===== config.mk =====
export PLATFORM = sky130hd
export DESIGN_NAME = vga_timing_gen
export DESIGN_NICKNAME = d
export VERILOG_FILES = /design/src/rtl/vga_timing_gen.sv
export SDC_FILE = /design/constraint.sdc
export NUM_CORES = 1
export LEC_CHECK = 0
export BUFFER_PORTS_ARGS = -buffer_cell sky130_fd_sc_hd__buf_2
export CORE_UTILIZATION = 50
export DETAILED_ROUTE_END_ITERATION = 12
export PLACE_DENSITY = 0.76
export RECOVER_POWER = 25
export SLEW_MARGIN = 5
export SYNTH_ARGS = -nofsm -noshare
export SYNTH_HDL_FRONTEND = slang
export SYNTH_SLANG_ARGS = --single-unit

===== constraint.sdc =====
create_clock -name clock -period 2.9 [get_ports clock]
set_clock_uncertainty 0.1 [all_clocks]
set_input_delay 0.58 -clock clock [delete_from_list [all_inputs] [get_ports clock]]
set_output_delay 0.58 -clock clock [all_outputs]
set_load 0.05 [all_outputs]

===== src/rtl/vga_timing_gen.sv =====
// vga_timing_gen: two-axis VGA raster timing generator.
// Horizontal and vertical counters advance on pix_en. Sync, active, the
// visible-area coordinates and the line/frame strobes are decoded from the
// counter values being loaded on that same edge, so outputs carry no extra latency.
// Optional build macro VGA_TIMING_PREFETCH_EN adds fetch_valid/fetch_x/fetch_y.
// These outputs describe the pixel that the main outputs will show on the next pix_en.
module vga_timing_gen #(
    parameter int   H_VISIBLE  = 640,
    parameter int   H_FRONT    = 16,
    parameter int   H_SYNC     = 96,
    parameter int   H_BACK     = 48,
    parameter int   V_VISIBLE  = 480,
    parameter int   V_FRONT    = 10,
    parameter int   V_SYNC     = 2,
    parameter int   V_BACK     = 33,
    parameter logic H_SYNC_POL = 1'b0,
    parameter logic V_SYNC_POL = 1'b0,
    parameter int   CNT_W      = 12
) (
    input  logic             clock,
    input  logic             reset,
    input  logic             pix_en,
    output logic             hsync,
    output logic             vsync,
    output logic             active,
    output logic [CNT_W-1:0] x,
    output logic [CNT_W-1:0] y,
    output logic             line_start,
    output logic             frame_start
`ifdef VGA_TIMING_PREFETCH_EN
    ,
    output logic             fetch_valid,
    output logic [CNT_W-1:0] fetch_x,
    output logic [CNT_W-1:0] fetch_y
`endif
);

    // Region boundaries. Each axis runs visible, front porch, sync, back porch.
    localparam int H_TOTAL = H_VISIBLE + H_FRONT + H_SYNC + H_BACK;
    localparam int V_TOTAL = V_VISIBLE + V_FRONT + V_SYNC + V_BACK;

    localparam logic [CNT_W-1:0] H_LAST       = CNT_W'(H_TOTAL - 1);
    localparam logic [CNT_W-1:0] V_LAST       = CNT_W'(V_TOTAL - 1);
    localparam logic [CNT_W-1:0] H_VIS_END    = CNT_W'(H_VISIBLE);
    localparam logic [CNT_W-1:0] V_VIS_END    = CNT_W'(V_VISIBLE);
    localparam logic [CNT_W-1:0] H_SYNC_START = CNT_W'(H_VISIBLE + H_FRONT);
    localparam logic [CNT_W-1:0] H_SYNC_END   = CNT_W'(H_VISIBLE + H_FRONT + H_SYNC);
    localparam logic [CNT_W-1:0] V_SYNC_START = CNT_W'(V_VISIBLE + V_FRONT);
    localparam logic [CNT_W-1:0] V_SYNC_END   = CNT_W'(V_VISIBLE + V_FRONT + V_SYNC);

    // Raster position after one more pixel tick.
    function automatic logic [CNT_W-1:0] h_succ(input logic [CNT_W-1:0] h);
        return (h == H_LAST) ? '0 : h + CNT_W'(1);
    endfunction

    function automatic logic [CNT_W-1:0] v_succ(input logic [CNT_W-1:0] h,
                                                input logic [CNT_W-1:0] v);
        if (h != H_LAST)
            return v;
        return (v == V_LAST) ? '0 : v + CNT_W'(1);
    endfunction

    function automatic logic in_visible(input logic [CNT_W-1:0] h,
                                        input logic [CNT_W-1:0] v);
        return (h < H_VIS_END) && (v < V_VIS_END);
    endfunction

    logic [CNT_W-1:0] h_cnt_reg, h_cnt_next;
    logic [CNT_W-1:0] v_cnt_reg, v_cnt_next;
    logic             hsync_reg, hsync_next;
    logic             vsync_reg, vsync_next;
    logic             active_reg, active_next;
    logic [CNT_W-1:0] x_reg, x_next;
    logic [CNT_W-1:0] y_reg, y_next;
    logic             line_start_reg, line_start_next;
    logic             frame_start_reg, frame_start_next;

    // Next raster position and its decode, used whenever pix_en is high.
    always_comb begin
        h_cnt_next       = h_succ(h_cnt_reg);
        v_cnt_next       = v_succ(h_cnt_reg, v_cnt_reg);
        active_next      = in_visible(h_cnt_next, v_cnt_next);
        x_next           = active_next ? h_cnt_next : '0;
        y_next           = active_next ? v_cnt_next : '0;
        hsync_next       = ((h_cnt_next >= H_SYNC_START) && (h_cnt_next < H_SYNC_END))
                           ? H_SYNC_POL : ~H_SYNC_POL;
        vsync_next       = ((v_cnt_next >= V_SYNC_START) && (v_cnt_next < V_SYNC_END))
                           ? V_SYNC_POL : ~V_SYNC_POL;
        line_start_next  = (h_cnt_next == '0);
        frame_start_next = (h_cnt_next == '0) && (v_cnt_next == '0);
    end

    // Counters and decoded outputs. Reset parks the counters on the last pixel,
    // so the first tick lands on (0,0). Strobes last one clock only.
    always_ff @(posedge clock) begin
        if (reset) begin
            h_cnt_reg       <= H_LAST;
            v_cnt_reg       <= V_LAST;
            hsync_reg       <= ~H_SYNC_POL;
            vsync_reg       <= ~V_SYNC_POL;
            active_reg      <= 1'b0;
            x_reg           <= '0;
            y_reg           <= '0;
            line_start_reg  <= 1'b0;
            frame_start_reg <= 1'b0;
        end else if (pix_en) begin
            h_cnt_reg       <= h_cnt_next;
            v_cnt_reg       <= v_cnt_next;
            hsync_reg       <= hsync_next;
            vsync_reg       <= vsync_next;
            active_reg      <= active_next;
            x_reg           <= x_next;
            y_reg           <= y_next;
            line_start_reg  <= line_start_next;
            frame_start_reg <= frame_start_next;
        end else begin
            line_start_reg  <= 1'b0;
            frame_start_reg <= 1'b0;
        end
    end

    assign hsync       = hsync_reg;
    assign vsync       = vsync_reg;
    assign active      = active_reg;
    assign x           = x_reg;
    assign y           = y_reg;
    assign line_start  = line_start_reg;
    assign frame_start = frame_start_reg;

`ifdef VGA_TIMING_PREFETCH_EN
    logic [CNT_W-1:0] fetch_h_next, fetch_v_next;
    logic             fetch_valid_reg, fetch_valid_next;
    logic [CNT_W-1:0] fetch_x_reg, fetch_x_next;
    logic [CNT_W-1:0] fetch_y_reg, fetch_y_next;

    // Look one pixel beyond the position being loaded this tick.
    always_comb begin
        fetch_h_next     = h_succ(h_cnt_next);
        fetch_v_next     = v_succ(h_cnt_next, v_cnt_next);
        fetch_valid_next = in_visible(fetch_h_next, fetch_v_next);
        fetch_x_next     = fetch_valid_next ? fetch_h_next : '0;
        fetch_y_next     = fetch_valid_next ? fetch_v_next : '0;
    end

    // Prefetch outputs. Their reset value describes pixel (0,0), the first pixel shown.
    always_ff @(posedge clock) begin
        if (reset) begin
            fetch_valid_reg <= 1'b1;
            fetch_x_reg     <= '0;
            fetch_y_reg     <= '0;
        end else if (pix_en) begin
            fetch_valid_reg <= fetch_valid_next;
            fetch_x_reg     <= fetch_x_next;
            fetch_y_reg     <= fetch_y_next;
        end
    end

    assign fetch_valid = fetch_valid_reg;
    assign fetch_x     = fetch_x_reg;
    assign fetch_y     = fetch_y_reg;
`endif

endmodule


==> results.yml <==
yosys:
  ys_seq_elements: 53
  synth-edff-count: 0
  synthTopCellsByArea: "dfxtp_1 39%, nand2_1 7.3%, nor2_1 5.2%, o21ai_0 4.4%, xor2_1 4.2%"
  synth.top_cell.area_share_pct: 39.02
  postSynthCellCount: 350
  ys.flop_type: "dfxtp_1"
  yosysSeqAreaShare_pct: 39.02
  synthSimpleGateAreaFrac_pct: 31.34
  syn_nets: 356
  syn_area_um2: 2719
  synthAdderAreaFrac_pct: 1.381
  synth_top_area_cell: "dfxtp_1"
  synthMuxAreaShare_pct: 0.7363
  synth_cell_types: 53
  synth_top_family_by_area: "simple AND/OR/NAND/NOR gates"
  synth_xor_area_share_pct: 7.409
  synth_compound_area_share_pct: 14.82
  syn_avg_cell_area_um2: 7.768
  synthArstFlopShare_pct: 0
  yosys_warnings: 0
cells_and_area:
  layoutNonFillerInstCount: 456
  drive_gt1_share_pct: 15.28
  mostFrequentLayoutCells: "53 x nand2_1, 52 x dfxtp_1, 38 x nor2_1"
  syn_to_final_growth_pct: 13.76
  layout.cells.most_common: "nand2_1"
  postLayoutCoreUtil_pct: 59.80
  final_nets: 391
  antenna_cells: 0
power_and_ir_drop:
  power_switching_mw: 0.5354
  power_switching_share_pct: 33.40
  seqPwrFrac_pct: 49.6
  clock_power_share_pct: 26.3
  intPower_mw: 1.068
  powerDensity_nw_per_um2: 518.3
  comb_power_share_pct: 24.1
  p_leak_nw: 1.188
  irDropWorstVdd_v: 0.0002756
placement:
  io_buffers: 31
  dp.final_hpwl_um: 4816
  pre_cts_ws_ps: 91.76
  place_congestion: 0.9194
  dpl.cell_count: 448
worst_setup_path:
  worstSetupPathType: "reg2reg"
  reg2reg_from: "v_cnt_reg[0]"
  crit_required_ps: 3040
  worstPathArrival_ps: 2920
  r2r-end: "y[3]"
  reg2reg_slack_ps: 120
  startpoint_type: "register"
  endpoint: "y[3]"
  end_kind: "register"
  crit_path_start: "v_cnt_reg[0]"
  reg2reg_depth: 9
  critPathMaxFanout: 9
clocking:
  cts.sinks: 53
  cts_buffer_depth: 2
  cts_root_buf: "clkbuf_8"
  clkSlewWorstSetupHoldPaths_ps: 90
  cts_tree: "yes"
  h-tree-depth: 2
  clk_latency_ps: 310
  cts-buffers-inserted: 5
  post_cts_buffers: 0
route:
  viasPerCell: 5.715
  antenna_left: 0
  drcViolationCount: 0
  vias: 2606
  drt_wl_total_um: 6505
  dr.pass1.iters: 5
  first_iter_violations: 174
  wl_per_cell_um: 14.27
die:
  die_w_um: 75.74
  io_pins: 32
  core_um2: 5172
  die_h_um: 75.74
  rows: 26
  die-area_um2: 5737
  start_util_pct: 52.56
timing:
  fmax_ghz: 0.3595
  fin_crit_sh_pct: 95.93
  hold_viol: 0
  tns_ps: 0
  worst_hold_slack_ps: 352.7
  setup_viol: 0
  min_period_ps: 2782
  final.setup.worst_slack_ps: 118.2
  relSlewSlack_pct: 33.88
  rsz0062_at_grt: "no"
  drv_slew: 0
  worst_slew_pin_slew_ps: 991.7
global_route:
  grt_pass1_wl_um: 9984
  grt_max_degree: 27
  grt_pass1_vias: 2090
  grt_util_all_layers_pct: 23.07
  overflow: 0
  grt_antenna_before_repair: 0
run:
  maxCapViolCount: 0
hold_path:
  holdCritPathClass: "reg2reg"
status:
  status: "complete, no violations"
[power by group through the flow]
| stage | registers, mW | logic [mW] | clock network [mW] |
|---|---|---|---|
| floorplan | 0.817 | 0.259 | 0 |
| global placement | 0.810 | 0.379 | 0 |
| detailed placement | 0.810 | 0.380 | 0 |
| CTS | 0.794 | 0.382 | 0.425 |
| global route | 0.801 | 0.425 | 0.455 |
| finish | 0.795 | 0.387 | 0.421 |
[final cells by class]
type / count / area, µm²
clock buffers: 6 / 72.57
clock inverters: 2 / 15.01
fillers: 492 / 2079
inverters: 12 / 45.04
multi-input cells: 261 / 1516
flip-flops and latches: 53 / 1062
well taps: 70 / 87.58
repair buffers: 52 / 294.0
[metrics by stage]
stage | power (mW) | area (µm²)
2_1_floorplan | 1.076 | 2719
5_1_grt | 1.680 | 3093
3_5_place_dp | 1.191 | 3020
4_1_cts | 1.601 | 3108
3_3_place_gp | 1.188 | 3020
6_report | 1.603 | 3093
[how the worst min path moves through the flow]
stage	start	end	slack [ps]	cells after the start
after floorplan	v_cnt_reg[11]	v_cnt_reg[11]	370	2
after global placement	active	active	330	2
after detailed placement	active	active	340	2
after CTS	active	active	350	2
after global routing	x[0]	x[0]	390	2
final	active	active	350	2
[cell usage after synthesis, types with 2 or more instances]
cell and number:
clkbuf_1 16, a211o_1 2, a21oi_1 10, or3_1 3, buf_2 6, nand4_1 10, o21ai_0 24, nand2_1 53
o31ai_1 3, nand3b_1 2, and2_1 8, and3_1 7, nand2b_1 2, xor2_1 13, inv_1 12, a32o_1 3
nor2_1 38, or4_4 3, mux2i_1 2, o211ai_1 2, o32a_1 2, a211oi_1 3, nand3_1 22, nor3_1 9
xnor2_1 10, ha_1 3, nor4_1 4, dfxtp_1 53
[logic make-up (layout without fill, tap and decap cells)]
group | Yosys count | after routing
buf+inv | 36 | 72
mux | 2 | 2
xor+xnor | 23 | 23
fa+ha+maj | 3 | 3
flops | 53 | 53
simple gates | 172 | 172
compound gates | 61 | 61
[worst max-delay path: stages (launching register included)]
cell       delay, ps
dfxtp_1          500
ha_1             320
nand3_1          120
or2_2            330
a2111oi_0        400
nor2_1           140
nor2_1           220
nand4_1          220
buf_4            220
o21ai_0          150
[metal layers]
layer / part of all wire, % / GRT usage (%) / up-vias
met3: 5.9 / 3.042 / 10
met1: 48 / 33.74 / 1202
met5: 0 / 0 / -
met2: 44 / 34.61 / 102
met4: 1.4 / 8.025 / 0
li1: - / - / 1292
[timing repair]
action | CTS | global route
resized for setup | 0 | 3
endpoints found under the setup margin | 0 | 15
hold buffers | 0 | 0
Power figures use the tool's default switching activity.
